`src/rtl/fpu_pkg.sv`:
```
// Shared types and helpers for the sequential IEEE-754 multiplier.
package fpu_pkg;

  typedef enum logic [2:0] {IDLE, UNPK, MUL, RND, DONE} fsm_state_t;

  typedef enum logic [1:0] {ZERO, NORM, INF, NAN} fp_class_t;

  localparam int unsigned MAX_W = 128;

  function automatic int unsigned exp_bias(input int unsigned exp_w);
    return (32'd1 << (exp_w - 1)) - 32'd1;
  endfunction

  // Canonical quiet NaN: sign 0, exponent all ones, fraction MSB set.
  function automatic logic [MAX_W-1:0] qnan_word(input int unsigned exp_w,
                                                 input int unsigned man_w);
    logic [MAX_W-1:0] w;
    w = (((MAX_W'(1) << exp_w) - MAX_W'(1)) << man_w) | (MAX_W'(1) << (man_w - 1));
    return w;
  endfunction

endpackage

```
`src/rtl/fpu_mult_seq_mant_mul.sv`:
```
// Radix-2 shift-add significand multiplier; one partial product per cycle.
module fp_mant_iter_mul
  import fpu_pkg::*;
#(
  parameter int N = 53
) (
  input  logic           clk,
  input  logic           rst_n,
  input  logic           start,
  input  logic [N-1:0]   a,
  input  logic [N-1:0]   b,
  output logic           done,
  output logic [2*N-1:0] prod
);

  localparam int CNT_W = $clog2(N);

  logic [2*N-1:0] mcand;
  logic [N-1:0]   mplier;
  logic [CNT_W-1:0] cnt;
  logic           busy;

  // Terminal count: the final partial product is added on this edge.
  assign done = busy && (cnt == CNT_W'(N - 1));

  always_ff @(posedge clk or negedge rst_n) begin
    if (!rst_n) begin
      mcand  <= '0;
      mplier <= '0;
      prod   <= '0;
      cnt    <= '0;
      busy   <= 1'b0;
    end else if (start) begin
      mcand  <= {{N{1'b0}}, a};
      mplier <= b;
      prod   <= '0;
      cnt    <= '0;
      busy   <= 1'b1;
    end else if (busy) begin
      if (mplier[0]) prod <= prod + mcand;
      mcand  <= mcand << 1;
      mplier <= mplier >> 1;
      if (done) busy <= 1'b0;
      else      cnt  <= cnt + 1'b1;
    end
  end

endmodule

```
`src/rtl/fpu_mult_seq.sv`:
```
// Sequential IEEE-754 multiplier: valid/ready handshake, iterative significand
// multiply, round-to-nearest-even, flush-to-zero in and out.
module fpu_mult_seq
  import fpu_pkg::*;
#(
  parameter int EXP_W = 11,
  parameter int MAN_W = 52,
  parameter int W     = 1 + EXP_W + MAN_W
) (
  input  logic         clk,
  input  logic         rst_n,
  input  logic         in_valid,
  output logic         in_ready,
  input  logic [W-1:0] X,
  input  logic [W-1:0] Y,
  output logic         out_valid,
  input  logic         out_ready,
  output logic [W-1:0] res,
  output logic         overflow_flag,
  output logic         underflow_flag,
  output logic         invalid_flag,
  output logic         inexact_flag
);

  localparam int N  = MAN_W + 1;
  localparam int EW = EXP_W + 2;

  localparam logic [W-1:0]         QNAN   = W'(qnan_word(EXP_W, MAN_W));
  localparam logic signed [EW-1:0] BIAS_S = EW'(exp_bias(EXP_W));
  localparam logic signed [EW-1:0] EMAX_S = EW'((1 << EXP_W) - 1);
  localparam logic signed [EW-1:0] ONE_S  = EW'(1);

  function automatic fp_class_t classify(input logic [EXP_W-1:0] e,
                                         input logic [MAN_W-1:0] f);
    if (e == '0) return ZERO;
    if (e == '1) return (f == '0) ? INF : NAN;
    return NORM;
  endfunction

  fsm_state_t state;

  logic [W-1:0]         x_r, y_r;
  logic                 sign_r;
  logic signed [EW-1:0] e_base;
  logic                 special_r;
  logic [W-1:0]         spec_res;
  logic                 spec_inv;

  // Operand unpack
  logic [EXP_W-1:0]     ex, ey;
  logic [MAN_W-1:0]     fx, fy;
  logic                 sign_c;
  fp_class_t            cx, cy;
  logic signed [EW-1:0] ex_s, ey_s, e_sum_c;

  assign ex     = x_r[W-2 -: EXP_W];
  assign ey     = y_r[W-2 -: EXP_W];
  assign fx     = x_r[MAN_W-1:0];
  assign fy     = y_r[MAN_W-1:0];
  assign sign_c = x_r[W-1] ^ y_r[W-1];
  assign cx     = classify(ex, fx);
  assign cy     = classify(ey, fy);
  assign ex_s   = $signed({2'b00, ex});
  assign ey_s   = $signed({2'b00, ey});
  assign e_sum_c = ex_s + ey_s - BIAS_S;

  logic         special_c;
  logic         spec_inv_c;
  logic [W-1:0] spec_res_c;

  always_comb begin
    special_c  = 1'b1;
    spec_inv_c = 1'b0;
    spec_res_c = '0;
    if (cx == NAN || cy == NAN || (cx == INF && cy == ZERO) || (cx == ZERO && cy == INF)) begin
      spec_res_c = QNAN;
      spec_inv_c = 1'b1;
    end else if (cx == INF || cy == INF) begin
      spec_res_c = {sign_c, {EXP_W{1'b1}}, {MAN_W{1'b0}}};
    end else if (cx == ZERO || cy == ZERO) begin
      spec_res_c = {sign_c, {(W-1){1'b0}}};
    end else begin
      special_c = 1'b0;
    end
  end

  // Significand multiplier
  logic           mul_start, mul_done;
  logic [2*N-1:0] prod;

  assign mul_start = (state == UNPK) && !special_c;

  fp_mant_iter_mul #(.N(N)) u_mant_mul (
    .clk   (clk),
    .rst_n (rst_n),
    .start (mul_start),
    .a     ({|ex, fx}),
    .b     ({|ey, fy}),
    .done  (mul_done),
    .prod  (prod)
  );

  // Normalise and round. Left-aligning the unnormalised case lets both cases
  // share one fixed set of guard/round/sticky positions.
  logic                 norm;
  logic [2*N-1:0]       pn;
  logic [N-1:0]         mant;
  logic                 g_bit, r_bit, s_bit, rup;
  logic [N:0]           mant_r;
  logic                 carry;
  logic [MAN_W-1:0]     frac;
  logic signed [EW-1:0] inc_s, e_fin;
  logic                 ovf, unf;

  assign norm   = prod[2*N-1];
  assign pn     = norm ? prod : (prod << 1);
  assign mant   = pn[2*N-1 -: N];
  assign g_bit  = pn[MAN_W];
  assign r_bit  = pn[MAN_W-1];
  assign s_bit  = |pn[MAN_W-2:0];
  assign rup    = g_bit & (r_bit | s_bit | mant[0]);
  assign mant_r = {1'b0, mant} + {{N{1'b0}}, rup};
  assign carry  = mant_r[N];
  assign frac   = carry ? mant_r[MAN_W:1] : mant_r[MAN_W-1:0];
  assign inc_s  = {{(EW-2){1'b0}}, norm & carry, norm ^ carry};
  assign e_fin  = e_base + inc_s;
  assign ovf    = (e_fin >= EMAX_S);
  assign unf    = (e_fin < ONE_S);

  always_ff @(posedge clk or negedge rst_n) begin
    if (!rst_n) begin
      state          <= IDLE;
      in_ready       <= 1'b1;
      out_valid      <= 1'b0;
      res            <= '0;
      overflow_flag  <= 1'b0;
      underflow_flag <= 1'b0;
      invalid_flag   <= 1'b0;
      inexact_flag   <= 1'b0;
      x_r            <= '0;
      y_r            <= '0;
      sign_r         <= 1'b0;
      e_base         <= '0;
      special_r      <= 1'b0;
      spec_res       <= '0;
      spec_inv       <= 1'b0;
    end else begin
      unique case (state)
        IDLE: begin
          if (in_valid && in_ready) begin
            x_r            <= X;
            y_r            <= Y;
            in_ready       <= 1'b0;
            overflow_flag  <= 1'b0;
            underflow_flag <= 1'b0;
            invalid_flag   <= 1'b0;
            inexact_flag   <= 1'b0;
            state          <= UNPK;
          end
        end
        UNPK: begin
          sign_r    <= sign_c;
          e_base    <= e_sum_c;
          special_r <= special_c;
          spec_res  <= spec_res_c;
          spec_inv  <= spec_inv_c;
          state     <= special_c ? RND : MUL;
        end
        MUL: begin
          if (mul_done) state <= RND;
        end
        RND: begin
          if (special_r) begin
            res          <= spec_res;
            invalid_flag <= spec_inv;
          end else if (ovf) begin
            res           <= {sign_r, {EXP_W{1'b1}}, {MAN_W{1'b0}}};
            overflow_flag <= 1'b1;
            inexact_flag  <= 1'b1;
          end else if (unf) begin
            // Flushed result is inexact only when rounding discarded bits.
            res            <= {sign_r, {(W-1){1'b0}}};
            underflow_flag <= 1'b1;
            inexact_flag   <= g_bit | r_bit | s_bit;
          end else begin
            res          <= {sign_r, e_fin[EXP_W-1:0], frac};
            inexact_flag <= g_bit | r_bit | s_bit;
          end
          out_valid <= 1'b1;
          state     <= DONE;
        end
        DONE: begin
          if (out_ready) begin
            out_valid <= 1'b0;
            in_ready  <= 1'b1;
            state     <= IDLE;
          end
        end
        default: state <= IDLE;
      endcase
    end
  end

endmodule

```
`config.mk`:
```
export PLATFORM = sky130hd
export DESIGN_NAME = fpu_mult_seq
export DESIGN_NICKNAME = d
export VERILOG_FILES = /design/src/rtl/fpu_pkg.sv /design/src/rtl/fpu_mult_seq_mant_mul.sv /design/src/rtl/fpu_mult_seq.sv
export SDC_FILE = /design/constraint.sdc
export NUM_CORES = 1
export LEC_CHECK = 0
export CAP_MARGIN = 20
export CORE_MARGIN = 3
export CORE_UTILIZATION = 30
export CTS_CLUSTER_SIZE = 12
export DETAILED_ROUTE_END_ITERATION = 6
export SETUP_SLACK_MARGIN = 0.15
export SLEW_MARGIN = 25
export SYNTH_ARGS = -nofsm -noshare
export SYNTH_HDL_FRONTEND = slang
export SYNTH_SLANG_ARGS = --single-unit
```
`constraint.sdc`:
```
create_clock -name clk -period 11.1 [get_ports clk]
set_input_delay 2.775 -clock clk [delete_from_list [all_inputs] [get_ports clk]]
set_output_delay 2.775 -clock clk [all_outputs]
set_load 0.01 [all_outputs]
```
[Yosys cells after proc, flatten, opt, wreduce, memory -nomap -nowiden]
Index checks and enable logic that the tools add are counted.
Word-level totals
  flip-flop bits (word level): 553
  input bits: 132
  output and inout bits: 70
  logic and storage cells: 155
Cells by class
  add/sub/neg operators: 6
  magnitude comparators: 2
  equal/unequal tests: 20
  mux-type cells: 63
  bitwise logic cells: 8
  reduce and logical (&&, ||, !) cells: 36
Operators with widths (count)
  $mux 106: 6
  $mux 64: 4
  $mux 63: 2
  $add 106x106->106: 1
  $mux 53: 2
  $logic_not 52->1: 2
  $add 53x1->54: 1
  $mux 52: 1
  $reduce_or 51->1: 1
  $mux 1: 27
  $eq 11x11->1 const B: 2
  $logic_not 11->1: 2
  $reduce_or 11->1: 2
  $mux 6: 3
  $ne 2x2->1 const B: 9
  $mux 2: 8
  $pmux 3 s5: 1
  $add 13x3->13: 1
  $ge 13x12->1 const B: 1
  $lt 13x2->1 const B: 1
  $sub 12x10->13 const B: 1
  $add 11x11->12: 1
  $pmux 1 s2: 6
  $reduce_and 3->1: 4
  other kinds (19): 46

[Depth between registers and ports, before layout]
  word-level depth: 14
  mapped depth: 30
  gate-level depth less buffers: 24

[Modules after synthesis]
A second synthesis with hierarchy kept.
Unflattened totals
  cells, all modules: 3392
  area total of the unflattened synthesis: 30654.4 um2
By module, submodules not included
  fp_mant_iter_mul: instances 1, cells an instance 2185, area an instance 18330.1 um2, seq. area each 6806.5 um2
  fpu_mult_seq: instances 1, cells an instance 1207, area an instance 12324.3 um2, seq. area each 5481.5 um2

[Worst setup path after synthesis]
OpenSTA, ideal clock, no wires.
  path type: register to register
  from: register u_mant_mul.prod[105]
  to: register res[38]
  library setup time: 0.066 ns
  arrival time: 5.408 ns
  required time: 11.034 ns
  path slack: 5.626 ns
  cell stages (with the launch flop): 30
  path buffers: 5
  period minus slack after synthesis: 5.474 ns
  cell sequence: dfrtp_1 buf_6 nand2b_2 a2111oi_4 o2111a_1 nor3b_4 and2_1 buf_4 nand4_1 nor2_2 nand2_1 nor2_1 ha_1 ha_1 inv_1 fa_1 clkbuf_1 nor2_1 a22o_1 and4_1 and3_1 nand3_1 o211ai_1 nand2_1 o211ai_1 nor4_2 nor2b_1 buf_2 buf_6 a22o_1
Between the ends
  word-level cells in the longest chain between the ends: 12
  elaborated cells on any way between the ends: 15
  those cells by class: 2 x add/sub; 2 x order compare; 5 x mux; 5 x bitwise; 1 x reduce/logical
Ends and longest elaborated chain
  start, declared: line fpu_mult_seq_mant_mul.sv:13  | output logic [2*N-1:0] prod
  start signal, assigned: line fpu_mult_seq_mant_mul.sv:40  | if (mplier[0]) prod <= prod + mcand;
  $mux 106: line fpu_mult_seq.sv:116  | assign pn = norm ? prod : (prod << 1);
  $reduce_or 51->1: line fpu_mult_seq.sv:120  | assign s_bit = |pn[MAN_W-2:0];
  $or 1x1->1 (2 in series): line fpu_mult_seq.sv:121  | assign rup = g_bit & (r_bit | s_bit | mant[0]);
  $and 1x1->1: line fpu_mult_seq.sv:121
  $add 53x1->54: line fpu_mult_seq.sv:122  | assign mant_r = {1'b0, mant} + {{N{1'b0}}, rup};
  $xor 1x1->1 or $and 1x1->1 (tied branches): line fpu_mult_seq.sv:125  | assign inc_s = {{(EW-2){1'b0}}, norm & carry, norm ^ carry};
  $add 13x3->13: line fpu_mult_seq.sv:126  | assign e_fin = e_base + inc_s;
  $lt 13x2->1: line fpu_mult_seq.sv:128  | assign unf = (e_fin < ONE_S);
  $mux 63: line fpu_mult_seq.sv:180  | end else if (unf) begin
  $mux 63 *: line fpu_mult_seq.sv:176  | end else if (ovf) begin
  $mux 64 *: line fpu_mult_seq.sv:173  | if (special_r) begin
  end signal, assigned: line fpu_mult_seq.sv:174  | res <= spec_res;
  end signal, assigned: line fpu_mult_seq.sv:177  | res <= {sign_r, {EXP_W{1'b1}}, {MAN_W{1'b0}}};
  end signal, assigned: line fpu_mult_seq.sv:182  | res <= {sign_r, {(W-1){1'b0}}};
  end, declared: line fpu_mult_seq.sv:18  | output logic [W-1:0] res,
Mark *: on every way between the ends. The rest lies on a longest branch, timed or not.
A chain may end at the register's enable or synchronous reset.

[Worst setup path in the final report]
  from: register u_mant_mul.prod[105]
  to: register res[32]
Same word-level chain as after synthesis.

==> flow_metrics.tcl <==
set metrics [dict create \
    power_leakage_uw 0.0149 \
    overflow 0 \
    diodes 0 \
    start_util_pct 30.4 \
    p_seq_share_pct 46.1 \
    hold_buffers 0 \
    cts-root-buf "clkbuf_16" \
    finalCriticalPeriod_ns 6.86 \
    mostFrequentLayoutCells "dfrtp_1, nand2_1, a21oi_1" \
    max-clock-path-buffers 3 \
    hp-class "flop to flop" \
    cts_setup_buffers 0 \
    worst-setup-path-type "flop to flop" \
    antenna_found_initial 0 \
    critPathArrivalTime_ns 7.38 \
    ctsResizeCount 0 \
    skew_ns 0.0325 \
    drive_gt1_share_pct 8.50 \
    grt_start_max_net_pins 137 \
    synth-async-reset-ratio_pct 100 \
    rrSetupSlack_ns 4.24 \
    cts.sinks 491 \
    critPathRequiredTime_ns 11.61 \
    ys_types 88 \
    yosysSeqAreaShare_pct 41.5 \
    hold_viol_final 0 \
    globalplace.congestion 0.899 \
    critPathMaxFanout 50 \
    path_clk_slew_ns 0.07 \
    avgSynthCellArea_sq_um 9.18 \
    synth_fp_nets 3493 \
    synth_area_leaders "dfrtp_1, mux2i_1, nand2_1, ha_1, mux2_2" \
    setup_tns_ns 0 \
    rsz0062_at_grt "no" \
    nNetsFinal 3572 \
    cts_tree "done" \
    vias_per_cell 5.10 \
    tightestPinTransition_ns 1.02 \
    routed-via-count 23600 \
    dieArea_sq_mm 0.102 \
    reg2reg_depth 26 \
    start_kind "flop" \
    synth_ff_type "dfrtp_1" \
    power_switching_uw 849 \
    max_freq_mhz 146 \
    r2r-start "u_mant_mul.prod[105]" \
    synth_edf_count 0 \
    ys_ff_latch 491 \
    antenna_left 0 \
    cap_violations 0 \
    status "completed" \
    grt_usage_pct 15.5 \
    endpoint_kind "flop" \
    coreArea_sq_mm 0.0973 \
    clk_latency_ns 0.64 \
    numCtsBuffers 57 \
    power_switching_share_pct 21.9 \
    fp.dieW_microns 320 \
    r2r_end "res[32]" \
    post-route-period-util_pct 61.8 \
    ys_warn_count 0 \
    grt_pass1_wl_microns 130000 \
    grt_pass1_vias 23200 \
    place_hpwl_microns 58400 \
    htree_levels 2 \
    relSlewSlack_pct 31.2 \
    hold_end "res[25]" \
    core.rowCount 114 \
    syn_inst 3226 \
    first_pass_iters 5 \
    syn_area_sq_mm 0.0296 \
    power.density_mw_per_mm2 112 \
    post-route-util_pct 35.6 \
    combPwrFrac_pct 2.2 \
    area_growth_pct 17.0 \
    port_buffers 201 \
    wl_per_cell_microns 17.5 \
    final_common_cell "dfrtp_1" \
    drt-total-wl_microns 80800 \
    vdd_drop_max_v 0.000118 \
    synth_top_area_share_pct 41.4 \
    ioPinCount 202 \
    drv_slew 0 \
    p_int_uw 3030 \
    worstHoldPathCells 2 \
    synth_top_area_cell "dfrtp_1" \
    setup_viol_count_final 0 \
    drc 0 \
    drtIter0Drc 1523 \
    p_clk_share_pct 51.7 \
    die_h_microns 320 \
    hp-start "res[25]" \
]
[per-layer routing]
layer,GRT usage [%],up-vias,wire (microns),share of wire [%]
li1,-,11600,-,-
met1,22.4,11400,39600,49
met4,4.15,0,1840,2.3
met2,24.2,477,35900,44
met5,0,-,0,0
met3,2.01,104,3530,4.4
[cells by family after synthesis]
logic type	share of synthesized area (%)
simple gates	15.8
compound gates	16.7
flops	41.5
mux	11.2
buf+inv	3.40
xor+xnor	5.59
fa+ha+maj	5.78
[final cells by class]
class | count | area, sq um
clock buffer | 82 | 1610
fill | 9979 | 62600
tap | 1276 | 1600
timing repair buffer | 222 | 2210
multi-input combinational | 2483 | 16300
sequential | 491 | 12300
clock inverter | 24 | 390
inverter | 50 | 188
[sequential cells by signal, indices dropped and copies added (netlist names), 6 cells and up]
register           count
u_mant_mul.cnt         6
u_mant_mul.mplier     53
u_mant_mul.mcand     106
u_mant_mul.prod      106
res                   64
y_r                   64
e_base                13
x_r                   64
[critical path: stages (launching register included)]
cell,delay (ns)
dfrtp_4,0.80
nand2_1,0.21
a2111oi_4,0.47
o2111a_1,0.40
nor3b_4,0.39
and2_1,0.37
nand4_1,0.21
nor2_2,0.26
nand2_1,0.12
nor2_1,0.22
ha_1,0.27
ha_1,0.21
inv_1,0.07
fa_1,0.40
nor2_1,0.11
xnor2_1,0.25
and4_1,0.24
and3_1,0.16
nand3_1,0.13
o31ai_1,0.23
nand3_1,0.10
o211ai_1,0.19
nor4_2,0.09
buf_4,0.18
nor2b_2,0.16
buf_4,0.22
a32o_1,0.25
[power groups by stage]
stage,Sequential (uW),Clock [uW],Combinational [uW]
6_report,1790,2010,86.5
5_1_grt,1790,2130,96.4
4_1_cts,1790,2070,90.6
3_5_place_dp,1820,0,90.4
3_3_place_gp,1820,0,90.7
2_1_floorplan,1820,0,0.757
[synth_stat cells (all sizes together) (58+ instances only)]
cell and number:
dfrtp 490, nand2 475, a21oi 291, o21ai 254, nor2 225, mux2i 187, clkbuf 169, ha 132
mux2 129, xnor2 116, xor2 73, nand4 67, a21o 64, nand3 63, nor4 58
[worst max path at each step]
stage / from / endpoint / slack (ns)
5_1_grt: u_mant_mul.prod[105] / res[32] / 3.74
2_1_floorplan: u_mant_mul.prod[105] / res[38] / 5.63
3_3_place_gp: u_mant_mul.prod[105] / res[32] / 4.34
6_report: u_mant_mul.prod[105] / res[32] / 4.24
4_1_cts: u_mant_mul.prod[105] / res[32] / 4.26
3_5_place_dp: u_mant_mul.prod[105] / res[32] / 4.33
[per-stage QoR]
| stage | instances | hold WS (ns) | total power [uW] | worst slack (ns) | area (sq um) |
|---|---|---|---|---|---|
| 2_1_floorplan | 3226 | 0.442 | 1820 | 5.63 | 29600 |
| 3_3_place_gp | 4522 | 0.461 | 1910 | 4.34 | 32600 |
| 3_5_place_dp | 4522 | 0.468 | 1910 | 4.33 | 32600 |
| 4_1_cts | 4628 | 0.481 | 3950 | 4.26 | 34600 |
| 5_1_grt | 4628 | 0.503 | 4020 | 3.74 | 34600 |
| 6_report | 4628 | 0.478 | 3880 | 4.24 | 34600 |
Power figures use the tool's default switching activity.
